$ cat config.mk
export PLATFORM = sky130hd
export DESIGN_NAME = inst_cache
export DESIGN_NICKNAME = d
export VERILOG_FILES = /design/src/rtl/inst_cache_pkg.sv /design/src/rtl/inst_cache_refill.sv /design/src/rtl/inst_cache.sv
export SDC_FILE = /design/constraint.sdc
export NUM_CORES = 2
export LEC_CHECK = 0
export CAP_MARGIN = 10
export CORE_AREA = 2 2 501 503
export CTS_BUF_LIST = sky130_fd_sc_hd__clkbuf_4 sky130_fd_sc_hd__clkbuf_8
export DETAILED_ROUTE_END_ITERATION = 7
export DIE_AREA = 0 0 503 505
export SYNTH_ARGS = -nofsm -noshare
export SYNTH_HDL_FRONTEND = slang
export SYNTH_HIERARCHICAL = 1
export SYNTH_SLANG_ARGS = --single-unit
$ cat constraint.sdc
create_clock -name clk -period 5.7 [get_ports clk]
set_input_delay 0.57 -clock clk [delete_from_list [all_inputs] [get_ports clk]]
set_output_delay 0.57 -clock clk [all_outputs]
set_load 0.01 [all_outputs]
$ cat src/rtl/inst_cache_pkg.sv
// Shared sizing, address-split widths and refill FSM encoding for the instruction cache.
package inst_cache_pkg;

    localparam int WORD       = 32;
    localparam int ADDR       = 32;
    localparam int LINES      = 16;
    localparam int LINE_WORDS = 4;

    function automatic int clog2(input int v);
        int r;
        r = 0;
        for (int i = 0; i < 31; i++) begin
            if ((1 << i) < v) r = i + 1;
        end
        return r;
    endfunction

    localparam int OFF_BITS  = clog2(LINE_WORDS);
    localparam int IDX_BITS  = clog2(LINES);
    localparam int TAG_BITS  = ADDR - OFF_BITS - IDX_BITS;
    localparam int LINE_BITS = ADDR - OFF_BITS;

    typedef enum logic [1:0] {
        ST_IDLE   = 2'd0,
        ST_REFILL = 2'd1,
        ST_DONE   = 2'd2
    } state_t;

endpackage

$ cat src/rtl/inst_cache_refill.sv
// Line refill sequencer: one beat per mem_ack_i, registered request/address held until acked.
// Busy for LINE_WORDS acked beats plus one DONE cycle; waits indefinitely on a slow backing memory.
module inst_cache_refill
    import inst_cache_pkg::*;
(
    input  logic                 clk,
    input  logic                 reset,
    input  logic                 i_start,
    input  logic [LINE_BITS-1:0] i_line,
    input  logic                 i_mem_ack,
    output logic                 o_idle,
    output logic                 o_done,
    output logic                 o_wr_en,
    output logic [OFF_BITS-1:0]  o_wr_beat,
    output logic [LINE_BITS-1:0] o_line,
    output logic                 o_mem_req,
    output logic [ADDR-1:0]      o_mem_addr
);

    localparam logic [OFF_BITS-1:0] BEAT_LAST = OFF_BITS'(LINE_WORDS - 1);

    state_t               r_state;
    state_t               w_next;
    logic [OFF_BITS-1:0]  r_beat;
    logic [OFF_BITS-1:0]  w_beat_inc;
    logic [LINE_BITS-1:0] r_line;
    logic                 r_mem_req;
    logic [ADDR-1:0]      r_mem_addr;

    assign w_beat_inc = r_beat + OFF_BITS'(1);

    always_ff @(posedge clk or posedge reset) begin
        if (reset) r_state <= ST_IDLE;
        else       r_state <= w_next;
    end

    always_comb begin
        w_next = r_state;
        case (r_state)
            ST_IDLE:   if (i_start) w_next = ST_REFILL;
            ST_REFILL: if (i_mem_ack && (r_beat == BEAT_LAST)) w_next = ST_DONE;
            ST_DONE:   w_next = ST_IDLE;
            default:   w_next = ST_IDLE;
        endcase
    end

    always_ff @(posedge clk or posedge reset) begin
        if (reset) begin
            r_beat     <= '0;
            r_line     <= '0;
            r_mem_req  <= 1'b0;
            r_mem_addr <= '0;
        end else begin
            case (r_state)
                ST_IDLE: begin
                    if (i_start) begin
                        r_line     <= i_line;
                        r_beat     <= '0;
                        r_mem_req  <= 1'b1;
                        r_mem_addr <= {i_line, {OFF_BITS{1'b0}}};
                    end
                end
                ST_REFILL: begin
                    if (i_mem_ack) begin
                        if (r_beat == BEAT_LAST) begin
                            r_beat    <= '0;
                            r_mem_req <= 1'b0;
                        end else begin
                            r_beat     <= w_beat_inc;
                            r_mem_addr <= {r_line, w_beat_inc};
                        end
                    end
                end
                default: ;
            endcase
        end
    end

    // Acks arriving outside REFILL never reach the data array.
    assign o_wr_en    = (r_state == ST_REFILL) && i_mem_ack;
    assign o_wr_beat  = r_beat;
    assign o_idle     = (r_state == ST_IDLE);
    assign o_done     = (r_state == ST_DONE);
    assign o_line     = r_line;
    assign o_mem_req  = r_mem_req;
    assign o_mem_addr = r_mem_addr;

endmodule

$ cat src/rtl/inst_cache.sv
// Direct-mapped instruction cache: same-cycle hit, combinational stall on miss, line refill via inst_cache_refill.
// Hit/miss counters exist only when INST_CACHE_STATS_EN is defined; otherwise the count ports read 0.
module inst_cache
    import inst_cache_pkg::*;
(
    input  logic            clk,
    input  logic            reset,
    input  logic            req_i,
    input  logic [ADDR-1:0] pc_i,
    output logic [WORD-1:0] inst_o,
    output logic            stall_o,
    input  logic            inval_i,
    output logic            mem_req_o,
    output logic [ADDR-1:0] mem_addr_o,
    input  logic            mem_ack_i,
    input  logic [WORD-1:0] mem_data_i,
    output logic [31:0]     hit_cnt_o,
    output logic [31:0]     miss_cnt_o
);

    logic [LINES-1:0]    r_valid;
    logic [TAG_BITS-1:0] r_tag  [LINES];
    logic [WORD-1:0]     r_data [LINES][LINE_WORDS];

    logic [OFF_BITS-1:0]  w_off;
    logic [IDX_BITS-1:0]  w_idx;
    logic [TAG_BITS-1:0]  w_tag;
    logic                 w_idle;
    logic                 w_hit;
    logic                 w_miss_start;
    logic                 w_done;
    logic                 w_wr_en;
    logic [OFF_BITS-1:0]  w_wr_beat;
    logic [LINE_BITS-1:0] w_line;
    logic [IDX_BITS-1:0]  w_fill_idx;
    logic [TAG_BITS-1:0]  w_fill_tag;

    assign w_off        = pc_i[OFF_BITS-1:0];
    assign w_idx        = pc_i[OFF_BITS +: IDX_BITS];
    assign w_tag        = pc_i[ADDR-1 -: TAG_BITS];
    assign w_fill_idx   = w_line[IDX_BITS-1:0];
    assign w_fill_tag   = w_line[LINE_BITS-1 -: TAG_BITS];

    assign w_hit        = req_i && r_valid[w_idx] && (r_tag[w_idx] == w_tag) && w_idle;
    assign w_miss_start = req_i && !w_hit && w_idle;
    assign inst_o       = w_hit ? r_data[w_idx][w_off] : '0;
    assign stall_o      = req_i && !w_hit && !reset;

    inst_cache_refill u_refill (
        .clk        (clk),
        .reset      (reset),
        .i_start    (w_miss_start),
        .i_line     (pc_i[ADDR-1:OFF_BITS]),
        .i_mem_ack  (mem_ack_i),
        .o_idle     (w_idle),
        .o_done     (w_done),
        .o_wr_en    (w_wr_en),
        .o_wr_beat  (w_wr_beat),
        .o_line     (w_line),
        .o_mem_req  (mem_req_o),
        .o_mem_addr (mem_addr_o)
    );

    // Later assignments win: a line finishing in DONE survives a coincident invalidate.
    always_ff @(posedge clk or posedge reset) begin
        if (reset) begin
            r_valid <= '0;
        end else begin
            if (inval_i)      r_valid <= '0;
            if (w_miss_start) r_valid[w_idx] <= 1'b0;
            if (w_done)       r_valid[w_fill_idx] <= 1'b1;
        end
    end

    always_ff @(posedge clk) begin
        if (w_wr_en) r_data[w_fill_idx][w_wr_beat] <= mem_data_i;
        if (w_done)  r_tag[w_fill_idx] <= w_fill_tag;
    end

`ifdef INST_CACHE_STATS_EN
    logic [31:0] r_hit_cnt;
    logic [31:0] r_miss_cnt;

    always_ff @(posedge clk or posedge reset) begin
        if (reset) begin
            r_hit_cnt  <= '0;
            r_miss_cnt <= '0;
        end else begin
            if (w_hit && (r_hit_cnt != 32'hFFFF_FFFF))         r_hit_cnt  <= r_hit_cnt + 32'd1;
            if (w_miss_start && (r_miss_cnt != 32'hFFFF_FFFF)) r_miss_cnt <= r_miss_cnt + 32'd1;
        end
    end

    assign hit_cnt_o  = r_hit_cnt;
    assign miss_cnt_o = r_miss_cnt;
`else
    assign hit_cnt_o  = '0;
    assign miss_cnt_o = '0;
`endif

endmodule

## Word-level counts from Yosys, hierarchy flattened

Memory sizes are Yosys's and may differ from the RTL's.
Index checks and enable logic that the tools add are counted.

- Register bits after elaboration: 83
- Bits in writable memories: 2464
- Input bits: 69
- Output and inout bits: 130
- Logic and storage cells: 84
- Memories kept: 2

- Add/subtract/negate cells: 1
- Order comparisons: 7
- Eq/ne operators: 9
- Mux-type cells: 34
- Bitwise logic cells: 5
- Reduce and logical (&&, ||, !) cells: 20

Memory list:

| memory | depth | width | read ports | clocked after Yosys merged registers in | wr ports | line | text |
|---|---|---|---|---|---|---|---|
| r_data | 16 | 128 | 1 | 0 | 1 | inst_cache.sv:23 | `logic [WORD-1:0] r_data [LINES][LINE_WORDS];` |
| r_tag | 16 | 26 | 1 | 0 | 1 | inst_cache.sv:22 | `logic [TAG_BITS-1:0] r_tag [LINES];` |

Operator list:

| kind | count |
|---|---|
| $mux 32 | 7 |
| $mux 128 | 1 |
| $bmux 32 s2 | 1 |
| $demux 32 s2 | 1 |
| $pmux 32 s2 | 1 |
| $mux 16 | 3 |
| $eq 26x26->1 | 1 |
| $and 16x16->16 | 1 |
| $not 16->16 | 1 |
| $or 16x16->16 | 1 |
| $logic_and 1x1->1 | 11 |
| $lt 4x5->1 const B | 2 |
| $mux 2 | 5 |
| $mux 1 | 9 |
| $demux 1 s4 | 2 |
| $ge 4x1->1 const B | 2 |
| $pmux 2 s2 | 2 |
| $reduce_and 4->1 | 2 |
| $ge 3x3->1 const B | 2 |
| $ne 2x1->1 const B | 3 |
| $not 2->3 | 2 |
| $bmux 1 s4 | 1 |
| $eq 2x2->1 const B | 2 |
| $ne 2x2->1 const B | 2 |
| other kinds (9) | 11 |

## Longest topological paths before layout

- Word-level depth: 11
- Mapped depth: 18

## Cells and area by module

Netlist, hierarchy kept.

Modules (own cells, without submodules):

| module | instances | cells an instance | area each (um^2) | sequential area each (um^2) |
|---|---|---|---|---|
| inst_cache | 1 | 3980 | 96052.1 | 74391.3 |
| inst_cache_refill | 1 | 193 | 2940.3 | 1676.6 |

## Least setup slack after synthesis

No wires, ideal clock.

- Kind: input to register
- Start point: input port pc_i[3]
- End point: register u_refill.r_mem_addr[26], in the netlist u_refill/o_mem_addr[26]
- Data arrival time: 3856 ps
- Setup slack: 1716 ps
- Cell stages on the path: 16
- Path buffers: 5
- Cell sequence: buf_6 buf_8 buf_6 mux4_2 a22oi_1 o31ai_1 xor2_1 or4_1 nor4_2 nand4b_2 buf_6 and2_1 nor3b_2 a31o_4 buf_6 mux2_1

- Longest elaborated chain between the ends: 10
- Elaborated cells on any way between the ends: 12

RTL lines:

| item | line | text |
|---|---|---|
| from (decl) | inst_cache.sv:9 | `input logic [ADDR-1:0] pc_i,` |
| branches (longest 3 deep; another with $mem_v2 16x26) | -- |  |
| $logic_and 1x1->1 * (2 in a row) | inst_cache.sv:44 | `assign w_hit = req_i && r_valid[w_idx] && (r_tag[w_idx] == w_tag) && w_idle;` |
| $logic_not 1->1 * | inst_cache.sv:45 | `assign w_miss_start = req_i && !w_hit && w_idle;` |
| $logic_and 1x1->1 * (2 in a row) | inst_cache.sv:45 |  |
| via w_miss_start | inst_cache.sv:30 | `logic w_miss_start;` |
| $ne 2x1->1 (no source line) * | -- |  |
| $reduce_and 4->1 (no source line) * | -- |  |
| to (signal assigned) | inst_cache_refill.sv:60 | `r_mem_addr <= {i_line, {OFF_BITS{1'b0}}};` |
| to (signal assigned) | inst_cache_refill.sv:70 | `r_mem_addr <= {r_line, w_beat_inc};` |
| to (decl) | inst_cache_refill.sv:28 | `logic [ADDR-1:0] r_mem_addr;` |

Mark *: on every way through the listed nets, which the timed path passes. The select of a mux whose other input is x is not followed.
A chain may end at the register's enable or synchronous reset.

## Worst setup path after layout

- Start point: memory r_tag[7][23] (netlist bit)
- End point: output port inst_o[17]

- Longest elaborated chain between the ends: 5

RTL lines:

| item | line | text |
|---|---|---|
| from (decl) | inst_cache.sv:22 |  |
| $mem_v2 16x26 | -- |  |
| $eq 26x26->1 | inst_cache.sv:44 |  |
| $logic_and 1x1->1 (2 in a row) | inst_cache.sv:44 |  |
| $mux 32 | inst_cache.sv:46 | `assign inst_o = w_hit ? r_data[w_idx][w_off] : '0;` |
| to (decl) | inst_cache.sv:10 | `output logic [WORD-1:0] inst_o,` |

Every way passes these cells.

==> parameters.txt <==
Parameter                              Value

Die
  Cell Rows    ~180
  Core Region    ~0.25 sq mm
  Initial Utilization    0.399
  Number of top-level design ports    around 200
  Area of the die    between 0.2 and 0.3 sq mm
  Horiz. Die Dim    about 500 microns
  Die height    505 microns

Timing
  Max Clock Freq    182 MHz
  Rel. slew slack    0.176
  Worst slew pin tran    between 1000 and 1500 ps
  Setup Skew    around 130 ps
  Total Neg Setup Slack    0 ps
  Endpoints failing setup    0
  Worst hold slack    around 53 ps
  Total count of max-transition violations in the final report    0
  Period Utilization, post-route    0.964
  Count of endpoints failing hold in the final timing report    0
  Final worst-path setup slack    205 ps
  Final min period    ~5500 ps

Setup path
  Total buffers and inverters traversed by the critical path    2
  Worst Path Arrival    4920 ps
  Critical path, cell by cell    mux4_2 > a22oi_1 > o31ai_1 > xor2_1 > or4_1 > nor4_2 > nand4b_4 > buf_12 > nor2b_1 > clkdlybuf4s50_1
  Worst-path fanout max    11
  Element type at the critical path end    output pin
  Data required time of the worst path    5130 ps
  Delay of the slowest cell on the worst path    between 600 and 700 ps
  Setup Crit Path Kind    flip-flop to output pin
  Crit start category    flip-flop
  Kind of cell with the highest combined delay on the critical path    simple AND/OR/NAND/NOR gates
  Cell with the biggest individual delay on the critical path    sky130_fd_sc_hd__clkdlybuf4s50_1

Drt
  Number of vias in the routed layout    46,800
  First drt pass iteration count    5
  Detail Route Antenna Nets    0
  Remaining routing DRC violations    0
  Via density per instance    about 5.6
  Detailed-route wire length per cell    around 30 microns
  Iter 0 DRT Violations    5,415
  Final routed wirelength across all metal layers    between 200 and 300 mm

Clock network
  TritonCTS clock tree    built
  Maximum root-to-sink buffer count    4
  TritonCTS Buffers    approximately 420
  Clock input transition at the sequential cells of the worst setup and hold paths    60 ps
  Clock sink count    between 2,000 and 3,000
  Clock insertion delay at the later pin of the skew report    roughly 1100 ps
  Number of buffers added for setup after CTS    0
  CTS root buf    sky130_fd_sc_hd__clkbuf_8
  H-tree lvl count    5

Power
  Psw    roughly 9.7 mW
  Sequential fraction of design power    0.542
  Portion of total power attributed to combinational logic    0.086
  Cell area power density    363 mW/mm^2
  Leak pwr    35.6 nW
  Overall power    between 40 and 50 mW
  Design internal power    ~31 mW
  Clock network fraction of design power    0.372
  Share of total power consumed by net switching    0.236
  Largest vdd supply drop    around 170 uV

Synthesis
  Yosys warns    6
  Fraction of synthesis flops using an asynchronous set or reset pin    0.0326
  Per-instance average area after synthesis    around 24 sq um
  Share of synthesized area occupied by flip-flops and latches    0.768
  Area share of the largest cell type after synthesis    0.747
  Library cells used by synthesis    between 70 and 80
  Synth area leader    sky130_fd_sc_hd__edfxtp_1
  Gate Count Post-Synth    4,173
  Most area-consuming cells after synthesis    sky130_fd_sc_hd__edfxtp_1, sky130_fd_sc_hd__mux4_2, sky130_fd_sc_hd__dfrtp_1
  Post-synth top flop    sky130_fd_sc_hd__edfxtp_1
  Seq cells post-synth    around 2,500
  Post-synthesis cell area    between 0.09 and 0.1 sq mm
  Number of synthesized flops with an enable pin    between 2,000 and 2,500

Final layout
  Post-Layout Inst Area    ~0.11 sq mm
  Non-filler instance count after layout    between 8,000 and 9,000
  Final net count    ~4,800
  Ratio of cells with drive above 1 in the final layout    0.358
  Area added between synthesis and finish    14.4%
  Share of the core filled with cells    0.456

GRT
  Pin count of the biggest net entering global routing    148
  Aggregate global-route resource usage    0.200
  Number of global-route vias before repair    slightly below 50,000
  Global-route wire length before repair    roughly 360 mm
  Number of antenna violations at the first check in global routing    28
  Gr ovfl total    0

Placed design
  RePlAce Congestion    approximately 0.80
  Number of buffer cells added on primary ports    ~130
  Cell Count Post-Placement    roughly 7,600
  HPWL reported at the end of detailed placement    roughly 140 mm
  DP Worst Slack    502 ps
  Placed cell areas    approximately 0.11 sq mm

Status
  Result of the run    finished clean

Job
  Max-Cap Viols    0

Min path
  Worst hold path type    input pin to flip-flop
[cells in the mapped netlist, types with 16 or more instances]
cell,number
sky130_fd_sc_hd__nor2_1,93
sky130_fd_sc_hd__clkbuf_1,82
sky130_fd_sc_hd__buf_2,72
sky130_fd_sc_hd__nor3_1,18
sky130_fd_sc_hd__mux4_2,748
sky130_fd_sc_hd__buf_1,27
sky130_fd_sc_hd__buf_4,72
sky130_fd_sc_hd__edfxtp_1,2464
sky130_fd_sc_hd__xnor2_1,22
sky130_fd_sc_hd__a22oi_1,18
sky130_fd_sc_hd__nor2b_1,41
sky130_fd_sc_hd__nand2_1,31
sky130_fd_sc_hd__inv_1,16
sky130_fd_sc_hd__a21oi_1,32
sky130_fd_sc_hd__buf_6,18
sky130_fd_sc_hd__mux2_2,92
sky130_fd_sc_hd__mux2i_1,74
sky130_fd_sc_hd__nand3_1,20
sky130_fd_sc_hd__dfrtp_1,83
[flip-flops by register name, summed over array words and instances (netlist names)]
| name | flops |
|---|---|
| r_data | 2048 |
| r_tag | 416 |
| u_refill/o_wr_beat | 2 |
| u_refill/r_state | 2 |
| u_refill/o_mem_addr | 32 |
| u_refill/o_mem_req | 1 |
| r_valid | 16 |
| u_refill/o_line | 30 |
[kinds of logic after synthesis]
kind of cell / share of synthesized area
multiplexers: 0.190
buffers and inverters: 0.0164
flip-flops: 0.768
XOR/XNOR: 0.00283
AO/OA/AOI/OAI: 0.00824
AND/OR/NAND/NOR: 0.0138
adder cells (fa/ha/maj): 0.000126
other: 0.0000379
[cell usage in the layout (no fill, tap or decap), drive strengths merged, types with 19 or more instances in the layout]
cell type,instances
a21oi,42
dfrtp,83
a22oi,19
conb,64
mux4,754
xnor2,22
buf,207
edfxtp,2464
mux2i,74
nand3,21
inv,19
clkbuf,582
clkdlybuf4s50,96
mux2,96
nand2,31
nor2,94
clkinv,128
nor2b,42
[routing by layer]
metal,vias to the layer above,GRT usage,wire length (microns)
met5,-,0,45
met4,6,0.0564,6200
met3,372,0.0358,19000
met2,2106,0.319,124000
met1,25500,0.282,105000
li1,18800,-,-
[power by group through the flow]
stage | sequential [mW] | clock (mW) | combinational [mW]
CTS | 22.2 | 15.6 | 3.59
detailed placement | 22.6 | 0 | 3.58
floorplan | 22.4 | 0 | 1.98
global placement | 22.6 | 0 | 3.53
finish | 22.3 | 15.3 | 3.55
global route | 22.3 | 16.4 | 3.75
[path summary, 6_finish.rpt]
| kind | slack, ps | to | from | depth (start not counted) |
|---|---|---|---|---|
| min reg2reg | 500 | u_refill/o_mem_addr[28]$_DFFE_PP0P_ | u_refill/o_mem_addr[28]$_DFFE_PP0P_ | 1 |
| max | 210 | inst_o[17] | r_tag[7][23]$_DFFE_PP_ | 10 |
| max in group asynchronous | 4230 | u_refill/o_mem_addr[12]$_DFFE_PP0P_ | reset | 4 |
| max reg2reg | 1730 | u_refill/o_line[22]$_DFFE_PP0P_ | r_tag[5][7]$_DFFE_PP_ | 12 |
| min in group asynchronous | 520 | r_valid[1]$_DFF_PP0_ | reset | 3 |
| min | 50 | r_data[6][7]$_DFFE_PP_ | mem_data_i[7] | 1 |
[cell type report]
class                           instances  area [sq um]
Multi-Input combinational cell       1398         22200
Sequential cell                      2547         76100
Timing Repair Buffer                  305          2820
Antenna cell                           11          27.5
Fill cell                           20700        135000
Inverter                               17          65.1
Clock inverter                        141           803
Tap cell                             3330          4170
Clock buffer                          582          7120
[what timing repair did]
| action | in CTS | in global routing |
|---|---|---|
| setup endpoints to repair | 0 | 1 |
| hold buffers | 1 | 1 |
| hold endpoints to repair | 16 | 13 |
| gates resized for setup | 0 | 1 |
Note: power is estimated with default switching activity, not from simulation.
